**config.mk**
```make
export PLATFORM = sky130hd
export DESIGN_NAME = id_ex_alu_issue
export DESIGN_NICKNAME = d
export VERILOG_FILES = /design/src/rtl/id_ex_alu_issue.sv
export SDC_FILE = /design/constraint.sdc
export NUM_CORES = 1
export LEC_CHECK = 0
export BUFFER_PORTS_ARGS = -buffer_cell sky130_fd_sc_hd__buf_2
export CAP_MARGIN = 20
export CELL_PAD_IN_SITES_DETAIL_PLACEMENT = 1
export CELL_PAD_IN_SITES_GLOBAL_PLACEMENT = 1
export CORE_AREA = 2 2 153 155
export DETAILED_ROUTE_END_ITERATION = 10
export DIE_AREA = 0 0 155 157
export GPL_ROUTABILITY_DRIVEN = 0
export PLACE_DENSITY_LB_ADDON = 0.1
export RECOVER_POWER = 25
export SLEW_MARGIN = 20
export SYNTH_ARGS = -nofsm -noshare
export SYNTH_HDL_FRONTEND = slang
export SYNTH_SLANG_ARGS = --single-unit
```
**constraint.sdc**
```tcl
create_clock -name clk -period 1.5 [get_ports clk]
set_input_delay 0 -clock clk [delete_from_list [all_inputs] [get_ports clk]]
set_output_delay 0 -clock clk [all_outputs]
set_load 0.02 [all_outputs]
```
**src/rtl/id_ex_alu_issue.sv**
```systemverilog
// ID/EX pipeline register: decodes an RV32I instruction into ALU control and operands,
// then holds the result for one cycle behind a valid/ready handshake with flush.
module id_ex_alu_issue #(
    parameter int              XLEN     = 32,
    parameter logic [XLEN-1:0] RESET_PC = {XLEN{1'b0}}
) (
    input  logic            clk,
    input  logic            rst_n,
    input  logic            flush,
    input  logic            in_valid,
    output logic            in_ready,
    input  logic [31:0]     in_instr,
    input  logic [XLEN-1:0] in_pc,
    input  logic [XLEN-1:0] in_rs1_data,
    input  logic [XLEN-1:0] in_rs2_data,
    output logic            out_valid,
    input  logic            out_ready,
    output logic [4:0]      out_alu_control,
    output logic [XLEN-1:0] out_a,
    output logic [XLEN-1:0] out_b,
    output logic [XLEN-1:0] out_store_data,
    output logic [XLEN-1:0] out_pc,
    output logic [4:0]      out_rd,
    output logic            out_reg_write,
    output logic            out_is_branch,
    output logic            out_mem_read,
    output logic            out_mem_write,
    output logic            out_illegal
);

    localparam logic [6:0] OPC_OP     = 7'b0110011;
    localparam logic [6:0] OPC_OPIMM  = 7'b0010011;
    localparam logic [6:0] OPC_LUI    = 7'b0110111;
    localparam logic [6:0] OPC_AUIPC  = 7'b0010111;
    localparam logic [6:0] OPC_JAL    = 7'b1101111;
    localparam logic [6:0] OPC_JALR   = 7'b1100111;
    localparam logic [6:0] OPC_BRANCH = 7'b1100011;
    localparam logic [6:0] OPC_LOAD   = 7'b0000011;
    localparam logic [6:0] OPC_STORE  = 7'b0100011;

    localparam logic [4:0] ALU_ADD = 5'b00000, ALU_SUB = 5'b00001, ALU_SLL = 5'b00010;
    localparam logic [4:0] ALU_SLT = 5'b00011, ALU_SLTU = 5'b00100, ALU_XOR = 5'b00101;
    localparam logic [4:0] ALU_SRL = 5'b00110, ALU_SRA = 5'b00111, ALU_OR = 5'b01000;
    localparam logic [4:0] ALU_AND = 5'b01001, ALU_PASSB = 5'b01010, ALU_EQ = 5'b01011;
    localparam logic [4:0] ALU_NE = 5'b01100, ALU_LT = 5'b01101, ALU_GE = 5'b01110;
    localparam logic [4:0] ALU_LTU = 5'b01111, ALU_GEU = 5'b10000;

    localparam logic [6:0] F7_BASE = 7'b0000000;
    localparam logic [6:0] F7_ALT  = 7'b0100000;

    typedef struct packed {
        logic [4:0]      alu_control;
        logic [XLEN-1:0] a;
        logic [XLEN-1:0] b;
        logic [XLEN-1:0] store_data;
        logic [XLEN-1:0] pc;
        logic [4:0]      rd;
        logic            reg_write;
        logic            is_branch;
        logic            mem_read;
        logic            mem_write;
        logic            illegal;
    } payload_t;

    // Base ALU op for funct3 when funct7 selects the primary encoding
    function automatic logic [4:0] alu_base(input logic [2:0] f3);
        logic [4:0] code;
        case (f3)
            3'b000:  code = ALU_ADD;
            3'b001:  code = ALU_SLL;
            3'b010:  code = ALU_SLT;
            3'b011:  code = ALU_SLTU;
            3'b100:  code = ALU_XOR;
            3'b101:  code = ALU_SRL;
            3'b110:  code = ALU_OR;
            3'b111:  code = ALU_AND;
            default: code = ALU_ADD;
        endcase
        return code;
    endfunction

    logic [6:0]      opcode_s;
    logic [2:0]      funct3_s;
    logic [6:0]      funct7_s;
    logic [XLEN-1:0] imm_i_s, imm_s_s, imm_u_s, shamt_s, link_off_s;
    logic [4:0]      raw_ctrl_s;
    logic [XLEN-1:0] raw_a_s, raw_b_s;
    logic            raw_rw_s, raw_br_s, raw_mr_s, raw_mw_s, dec_ill_s;
    logic            load_s;
    logic            unused_s;
    payload_t        dec_s;
    payload_t        payload_d, payload_q;
    logic            valid_d, valid_q;

    assign opcode_s   = in_instr[6:0];
    assign funct3_s   = in_instr[14:12];
    assign funct7_s   = in_instr[31:25];
    assign imm_i_s    = XLEN'($signed(in_instr[31:20]));
    assign imm_s_s    = XLEN'($signed({in_instr[31:25], in_instr[11:7]}));
    assign imm_u_s    = XLEN'($signed({in_instr[31:12], 12'h000}));
    assign shamt_s    = XLEN'(in_instr[24:20]);
    assign link_off_s = XLEN'(3'd4);
    assign unused_s   = ^in_instr[19:15];

    // Opcode/funct decode into raw control and operand selection
    always_comb begin
        raw_ctrl_s = ALU_ADD;
        raw_a_s    = {XLEN{1'b0}};
        raw_b_s    = {XLEN{1'b0}};
        raw_rw_s   = 1'b0;
        raw_br_s   = 1'b0;
        raw_mr_s   = 1'b0;
        raw_mw_s   = 1'b0;
        dec_ill_s  = 1'b0;
        case (opcode_s)
            OPC_OP: begin
                raw_a_s  = in_rs1_data;
                raw_b_s  = in_rs2_data;
                raw_rw_s = 1'b1;
                if (funct7_s == F7_BASE) begin
                    raw_ctrl_s = alu_base(funct3_s);
                end else if (funct7_s == F7_ALT && funct3_s == 3'b000) begin
                    raw_ctrl_s = ALU_SUB;
                end else if (funct7_s == F7_ALT && funct3_s == 3'b101) begin
                    raw_ctrl_s = ALU_SRA;
                end else begin
                    dec_ill_s = 1'b1;
                end
            end
            OPC_OPIMM: begin
                raw_a_s    = in_rs1_data;
                raw_rw_s   = 1'b1;
                raw_ctrl_s = alu_base(funct3_s);
                case (funct3_s)
                    3'b001: begin
                        raw_b_s   = shamt_s;
                        dec_ill_s = (funct7_s != F7_BASE);
                    end
                    3'b101: begin
                        raw_b_s    = shamt_s;
                        raw_ctrl_s = (funct7_s == F7_ALT) ? ALU_SRA : ALU_SRL;
                        dec_ill_s  = (funct7_s != F7_BASE) && (funct7_s != F7_ALT);
                    end
                    default: raw_b_s = imm_i_s;
                endcase
            end
            OPC_LUI: begin
                raw_ctrl_s = ALU_PASSB;
                raw_b_s    = imm_u_s;
                raw_rw_s   = 1'b1;
            end
            OPC_AUIPC: begin
                raw_a_s  = in_pc;
                raw_b_s  = imm_u_s;
                raw_rw_s = 1'b1;
            end
            OPC_JAL, OPC_JALR: begin
                raw_a_s  = in_pc;
                raw_b_s  = link_off_s;
                raw_rw_s = 1'b1;
            end
            OPC_BRANCH: begin
                raw_a_s  = in_rs1_data;
                raw_b_s  = in_rs2_data;
                raw_br_s = 1'b1;
                case (funct3_s)
                    3'b000:  raw_ctrl_s = ALU_EQ;
                    3'b001:  raw_ctrl_s = ALU_NE;
                    3'b100:  raw_ctrl_s = ALU_LT;
                    3'b101:  raw_ctrl_s = ALU_GE;
                    3'b110:  raw_ctrl_s = ALU_LTU;
                    3'b111:  raw_ctrl_s = ALU_GEU;
                    default: dec_ill_s  = 1'b1;
                endcase
            end
            OPC_LOAD: begin
                raw_a_s  = in_rs1_data;
                raw_b_s  = imm_i_s;
                raw_mr_s = 1'b1;
                raw_rw_s = 1'b1;
            end
            OPC_STORE: begin
                raw_a_s  = in_rs1_data;
                raw_b_s  = imm_s_s;
                raw_mw_s = 1'b1;
            end
            default: dec_ill_s = 1'b1;
        endcase
    end

    // Illegal instructions travel as inert bubbles; rd=x0 never writes
    assign dec_s.alu_control = dec_ill_s ? ALU_ADD : raw_ctrl_s;
    assign dec_s.a           = dec_ill_s ? {XLEN{1'b0}} : raw_a_s;
    assign dec_s.b           = dec_ill_s ? {XLEN{1'b0}} : raw_b_s;
    assign dec_s.store_data  = in_rs2_data;
    assign dec_s.pc          = in_pc;
    assign dec_s.rd          = in_instr[11:7];
    assign dec_s.reg_write   = raw_rw_s & ~dec_ill_s & (in_instr[11:7] != 5'd0);
    assign dec_s.is_branch   = raw_br_s & ~dec_ill_s;
    assign dec_s.mem_read    = raw_mr_s & ~dec_ill_s;
    assign dec_s.mem_write   = raw_mw_s & ~dec_ill_s;
    assign dec_s.illegal     = dec_ill_s;

    assign in_ready = ~valid_q | out_ready;
    assign load_s   = in_valid & in_ready & ~flush;

    // Next-state for the valid bit and payload; flush beats load and stall
    always_comb begin
        valid_d   = valid_q;
        payload_d = payload_q;
        if (flush) begin
            valid_d = 1'b0;
        end else if (load_s) begin
            valid_d = 1'b1;
        end else if (out_ready) begin
            valid_d = 1'b0;
        end else begin
            valid_d = valid_q;
        end
        if (load_s) begin
            payload_d = dec_s;
        end else begin
            payload_d = payload_q;
        end
    end

    // Stage register
    always_ff @(posedge clk or negedge rst_n) begin
        if (!rst_n) begin
            valid_q      <= 1'b0;
            payload_q    <= '0;
            payload_q.pc <= RESET_PC;
        end else begin
            valid_q      <= valid_d;
            payload_q    <= payload_d;
        end
    end

    assign out_valid       = valid_q;
    assign out_alu_control = payload_q.alu_control;
    assign out_a           = payload_q.a;
    assign out_b           = payload_q.b;
    assign out_store_data  = payload_q.store_data;
    assign out_pc          = payload_q.pc;
    assign out_rd          = payload_q.rd;
    assign out_reg_write   = payload_q.reg_write;
    assign out_is_branch   = payload_q.is_branch;
    assign out_mem_read    = payload_q.mem_read;
    assign out_mem_write   = payload_q.mem_write;
    assign out_illegal     = payload_q.illegal;

endmodule

```
==> run metrics, run 1 <==
status finished with violations; failing checks negative setup slack; ant diodes 0; aggregate routed wire length 29200 um; I/O Buffers 277; total power 11.0 mW; R2R Setup Slk -60 ps; vias in the first global route 7559; Detail Route Antenna Nets 0; Layout area overhead 67.9%; count of cell types in the netlist 53; ys async rst share 100%; slew margin rel. 12.4%; crit end category flip-flop; Setup WS post-layout -68.3 ps; crit path time final 1570 ps; Worst Reg-to-Reg Cells 7; Cell Rows 55; DR pass1 iterations 5; slew of the pin with the lowest slew margin 1310 ps; Starting Density 29.7%; clock-pin slew on the worst setup and hold paths 60 ps; highest net fanout along the worst path 35; CP Launch Type input pin; first-pass GRT wire length 42600 um; Worst R2R End out_alu_control[1]; drc violations 0; # H-tree levels 4; CTS Sinks 144; Sw Share 29.7%; Max Cap Violations 0; overall routing resource usage 22.6%; synthesized area per cell 9.27 um^2; Die Ht 157 um; Post-synth top cells nand2_1, dfrtp_1, o31ai_1; Iteration-0 DRC Markers 379; largest net degree at the start of global routing 48; Worst setup endpoint out_b[8]; sequential cell area fraction in the yosys report 54.0%; Final Hold Fails 0; Avg Vias per Cell 4.98; Sequential Power Share 39.3%; TritonCTS clock tree done; ranking of synthesized cells by area dfrtp_1, nand2_1, o31ai_1, a22oi_1, a221oi_1; Worst path depth 8; gr ovfl total 0; Pwr per Cell Area 983 nW/um^2; Mapped Cells 720; Power Internal 7.74 mW; Die ar. 24300 um^2; setup TNS -2740 ps; switching pwr 3.27 mW; Yosys warnings 0; nets 1293; critical path's largest stage delay 400 ps; DR WL/cell 20.1 um; I/O pins 278; CTS Root Buffer Type clkbuf_16; RSZ-0062 raised after global routing true; layout cell share with drive strength beyond 1 38.6%; Leakage 5.61 nW; CP Data Arrival Time 1890 ps; Slew Limit Fails 0; count leader, synth nand2_1; top_reg_cell synth dfrtp_1; Post-Synthesis Cell Area 6670 um^2; Crit Path Category in2reg; top cell family by delay on the critical path compound AO/OA/AOI/OAI gates; CP Cell Sequence buf_6, nor4_4, buf_4, o211ai_1, a32o_1, a311o_2, buf_12, o31ai_1; Peak VDD IR 614 uV; total CTS buffers 17; number of enable flip-flop cells after synthesis 0; final setup fails 65; routed via count 7241; DIE WIDTH 155 um; critical path's slowest cell a311o_2; post-DP HPWL 19200 um; clock latency at the later pin of the worst-skew pair 420 ps; Max Clk Rate 0.638 GHz; core area 22500 um^2; Post-Route Skew 10.3 ps; Required @ worst endpoint 1820 ps; Critical Path Start in_instr[26]; Clock Path Buffers 2; Synth Register Bits 144; antenna violations before repair 0; part of the power in the clock network 40.6%; hold slack final 52.3 ps; Hold WC Path Type in2reg; worst r2r src out_valid; combinational share of power 20.1%; cell taking the most area after synthesis dfrtp_1; Buf+Inv Stages, Crit Path 3; Net Count, Synth 857; Synth top area share 54.0%; Tcrit/Tclk final 105%
-- how the worst min path moves through the flow --
stage,startpoint,to,cells after the start
final,in_instr[21],out_b[21],3
after detailed placement,rst_n,out_is_branch,1
after global placement,rst_n,out_is_branch,1
after floorplan,rst_n,out_a[0],0
after global routing,in_instr[21],out_b[21],3
after CTS,in_instr[21],out_b[21],3
-- cell families (layout without fill, tap and decap cells) --
logic type / count (synthesis) / after routing / synth area share, %
AOI/OAI and AO/OA: 167 / 167 / 19.8
xor gates and xnor gates: 1 / 1 / 0.131
muxes: 3 / 3 / 0.675
buffers and inverters: 65 / 513 / 4.07
and+or+nand+nor: 336 / 336 / 20.6
adders and majority gates: 4 / 4 / 0.750
DFF: 144 / 144 / 54.0
-- worst reg2reg max path, cell delays in order, from the launching register on --
cell and delay [ps]:
dfrtp_1 380, nor2b_4 140, inv_2 50, nand3b_1 90
buf_6 160, buf_4 140, clkbuf_16 160, o41ai_4 340
-- cells in the final DEF (no fill, tap or decap), types with 7 or more instances in the layout --
cell type and count:
nor2_1 12, dfrtp_1 144, dlygate4sd3_1 110, a22oi_1 38, o21ai_0 8, buf_2 274
a221oi_1 21, buf_4 55, o31ai_2 30, nand3_1 7, buf_12 13, clkbuf_16 26
o31ai_1 33, nand2_1 288, buf_6 10
-- power groups by stage --
stage	combinational [mW]	clock (mW)	sequential, mW
2_1_floorplan	0.517	0	4.74
3_3_place_gp	1.82	0	4.38
3_5_place_dp	1.84	0	4.38
4_1_cts	2.08	4.56	4.32
5_1_grt	2.40	4.74	4.36
6_report	2.22	4.46	4.32
-- final cells by class --
class / instances / area (um^2)
Tap cell: 285 / 357
Multi-Input combinational cell: 511 / 3010
Inverter: 5 / 18.8
Fill cell: 2597 / 11300
Clock buffer: 18 / 429
Clock inverter: 13 / 175
Timing Repair Buffer: 477 / 3610
Sequential cell: 144 / 3600
-- registers in the layout, indices dropped and copies added, names as in the netlist --
| signal | flops |
|---|---|
| out_a | 32 |
| out_b | 32 |
| out_pc | 32 |
| out_store_data | 32 |
| out_alu_control | 5 |
| out_rd | 5 |
| out_illegal | 1 |
| out_is_branch | 1 |
| out_mem_read | 1 |
| out_mem_write | 1 |
| out_reg_write | 1 |
| out_valid | 1 |
-- metal layers --
metal | up-vias | wire length, um | GRT usage [%]
li1 | 3402 | - | -
met3 | 26 | 1470 | 5.23
met5 | - | 0 | 0
met2 | 222 | 13900 | 37.4
met1 | 3591 | 13400 | 29.8
met4 | 0 | 527 | 6.17
-- metrics by stage --
step / utilization, % / setup slack (ps) / cell area [um^2] / std cells
detailed placement: 39.9 / -560 / 8980 / 1297
global route: 49.8 / -167 / 11200 / 1453
CTS: 48.0 / -65.4 / 10800 / 1439
global placement: 39.9 / -481 / 8980 / 1297
finish: 49.8 / -68.3 / 11200 / 1453
floorplan: - / -133 / 6750 / 720
-- timing repair --
action / CTS / global route
gates cloned: 0 / 11
setup buffers: 1 / 3
resized for setup: 23 / 30
hold buffers: 110 / 0
endpoints found under the setup margin: 65 / 120
endpoints found under the hold margin: 276 / 0
pin swaps: 3 / 4
Power figures use the tool's default switching activity.
==> run 2, diff against run 1 <==
--- a/config.mk
+++ b/config.mk
@@ -5,14 +5,16 @@
 export SDC_FILE = /design/constraint.sdc
 export NUM_CORES = 1
 export LEC_CHECK = 0
+export ABC_AREA = 1
 export BUFFER_PORTS_ARGS = -buffer_cell sky130_fd_sc_hd__buf_2
 export CAP_MARGIN = 20
 export CELL_PAD_IN_SITES_DETAIL_PLACEMENT = 1
 export CELL_PAD_IN_SITES_GLOBAL_PLACEMENT = 1
-export CORE_AREA = 2 2 153 155
+export CORE_AREA = 2 2 155 157
 export DETAILED_ROUTE_END_ITERATION = 10
-export DIE_AREA = 0 0 155 157
+export DIE_AREA = 0 0 157 159
 export GPL_ROUTABILITY_DRIVEN = 0
+export HOLD_SLACK_MARGIN = 0.12
 export PLACE_DENSITY_LB_ADDON = 0.1
 export RECOVER_POWER = 25
 export SLEW_MARGIN = 20
==> run metrics, run 2 <==
status finished with violations; failing checks negative setup slack; CP Launch Type flip-flop; hold slack final 86.9 ps; clock latency at the later pin of the worst-skew pair 440 ps; RSZ-0062 raised after global routing true; DR pass1 iterations 4; compound-cell area share of the yosys netlist 7.59%; Post-synth top cells nand2_1, dfrtp_1, nand3_1; first-pass GRT wire length 44100 um; drc violations 0; TritonCTS clock tree done; Leakage 6.17 nW; CTS Root Buffer Type clkbuf_16; XOR/XNOR share of the synthesized area 0%; setup slack at placement -135 ps; count leader, synth nand2_1; Clock Path Buffers 2; CTS Sinks 144; Pwr per Cell Area 943 nW/um^2; Final Hold Fails 0; ant diodes 0; Iteration-0 DRC Markers 279; post-DP HPWL 19100 um; I/O Buffers 277; Hold WC Path Type in2reg; largest family of logic cells by synthesized area simple AND/OR/NAND/NOR gates; sequential cell area fraction in the yosys report 52.1%; synthesized area per cell 7.68 um^2; Die Ht 159 um; count of cell types in the netlist 29; Slew Limit Fails 0; Post-Route Skew 16.6 ps; I/O pins 278; multiplexer share of the synthesized area 0%; largest net degree at the start of global routing 51; simple-gate share of the synthesized area 32.5%; Cell Rows 56; Crit Path Category reg2reg; Peak VDD IR 653 uV; Required @ worst endpoint 1870 ps; slew margin rel. 62.8%; vias in the first global route 8129; Post-Synthesis Cell Area 6910 um^2; DIE WIDTH 157 um; ranking of synthesized cells by area dfrtp_1, nand2_1, nand3_1, o21ai_0, inv_1; Yosys warnings 0; Net Count, Synth 1037; most frequent cells in the layout nand2_1, buf_2, dfrtp_1; nets 1480; multi-input logic area 3090 um^2; # H-tree levels 4; leading cell type in the layout, fill and taps excluded nand2_1; cell taking the most area after synthesis dfrtp_1; top cell family by delay on the critical path buffers and inverters; layout cell share with drive strength beyond 1 30.0%; Buf+Inv Stages, Crit Path 5; aggregate routed wire length 29800 um; DR WL/cell 17.8 um; Max Cap Violations 0; top_reg_cell synth dfrtp_1; Synth top area share 52.1%; Adder-Cell Fraction of Synth Area 0.724%; crit path time final 1510 ps; Layout area overhead 67.3%; Starting Density 29.8%; Max Clk Rate 0.663 GHz; Mapped Cells 900; register area 3600 um^2; ys async rst share 100%; slew of the pin with the lowest slew margin 558 ps; Detail Route Antenna Nets 0; overall routing resource usage 22.5%; final setup fails 2; highest net fanout along the worst path 8; critical path's largest stage delay 380 ps; antenna violations before repair 1; Synth Register Bits 144; number of enable flip-flop cells after synthesis 0; crit end category flip-flop; core area 23200 um^2; routed via count 7708; Avg Vias per Cell 4.60; Setup WS post-layout -7.23 ps; CP Cell Sequence inv_2, nor2_4, nor3_4, buf_6, clkinv_8, nor2_8, buf_12, clkbuf_16, nand3_2, nand2_2; Fillers 2833; clock-pin slew on the worst setup and hold paths 70 ps; CP Data Arrival Time 1880 ps; gr ovfl total 0; Die ar. 25000 um^2; total CTS buffers 17; critical path's slowest cell dfrtp_1; Tcrit/Tclk final 100%
-- run 2: cell count changes in the layout (fill, tap and decap cells not counted), moves of 33 or more --
| cell | delta |
|---|---|
| nand3_1 | +60 |
| nand3_2 | +41 |
| buf_2 | -44 |
| o31ai_1 | -33 |
| nand2_1 | +99 |
| o21ai_0 | +62 |
| clkbuf_1 | +46 |
| a22oi_1 | -35 |
| inv_1 | +57 |
-- run 2: path summary, 6_finish.rpt --
path | cells past startpoint | start | endpoint | slack (ps)
worst max-delay path | 10 | out_valid | out_a[2] | -7
worst min-delay path | 5 | in_instr[14] | out_b[14] | 90
worst max register to register | 10 | out_valid | out_a[2] | -7
worst min register to register | 2 | out_b[2] | out_b[2] | 470
max in group asynchronous | 4 | rst_n | out_b[17] | 100
min in group asynchronous | 3 | rst_n | out_b[14] | 670
-- run 2: kinds of logic (layout without fill, tap and decap cells) --
logic type | after synthesis | after routing
and+or+nand+nor | 534 | 534
DFF | 144 | 144
buffers and inverters | 117 | 573
AOI/OAI and AO/OA | 101 | 101
adders and majority gates | 4 | 4
-- run 2: power by group --
part	switching (mW)	leakage (nW)	internal, mW
Sequential	0.156	1.90	4.17
Clock	1.84	0.296	2.70
Combinational	1.20	3.98	0.835
-- run 2: timing repair --
action                                  in CTS  in global routing
hold endpoints to repair                   282                  1
gates resized for setup                      2                 88
pin swaps                                    0                 37
buffers inserted                             0                  5
hold buffers                               127                  1
gates cloned                                 0                 12
endpoints found under the setup margin      12                102
-- run 2: final cells by class --
cell class	count	share of cell area, %
clock buffers	19	3.83
clock inverters	13	1.51
well taps	319	3.45
repair buffers	474	31.0
inverters	67	2.28
multi-input cells	639	26.7
flip-flops and latches	144	31.2
-- run 2: per-stage QoR --
step,utilization [%],std cells,TNS (ps),power (mW),area [um^2]
5_1_grt,49.9,1675,-6860,11.4,11600
3_3_place_gp,39.2,1499,-1270,6.05,9090
2_1_floorplan,-,900,-58.7,5.20,6930
4_1_cts,47.3,1658,0,10.9,11000
3_5_place_dp,39.2,1499,-3660,6.07,9090
6_report,49.9,1675,-7.97,10.9,11600
-- run 2: worst min-delay path, stage by stage --
cell,delay [ps]
buf_2,170
nand2_1,110
nand3_1,80
nand3_1,80
nand2_1,40
-- run 2: per-layer routing --
| metal | part of all wire [%] | GRT usage [%] | vias to the layer above |
|---|---|---|---|
| li1 | - | - | 3750 |
| met1 | 43 | 27.7 | 3705 |
| met2 | 49 | 38.6 | 216 |
| met3 | 5.2 | 5.12 | 37 |
| met4 | 2.1 | 7.67 | 0 |
| met5 | 0 | 0 | - |
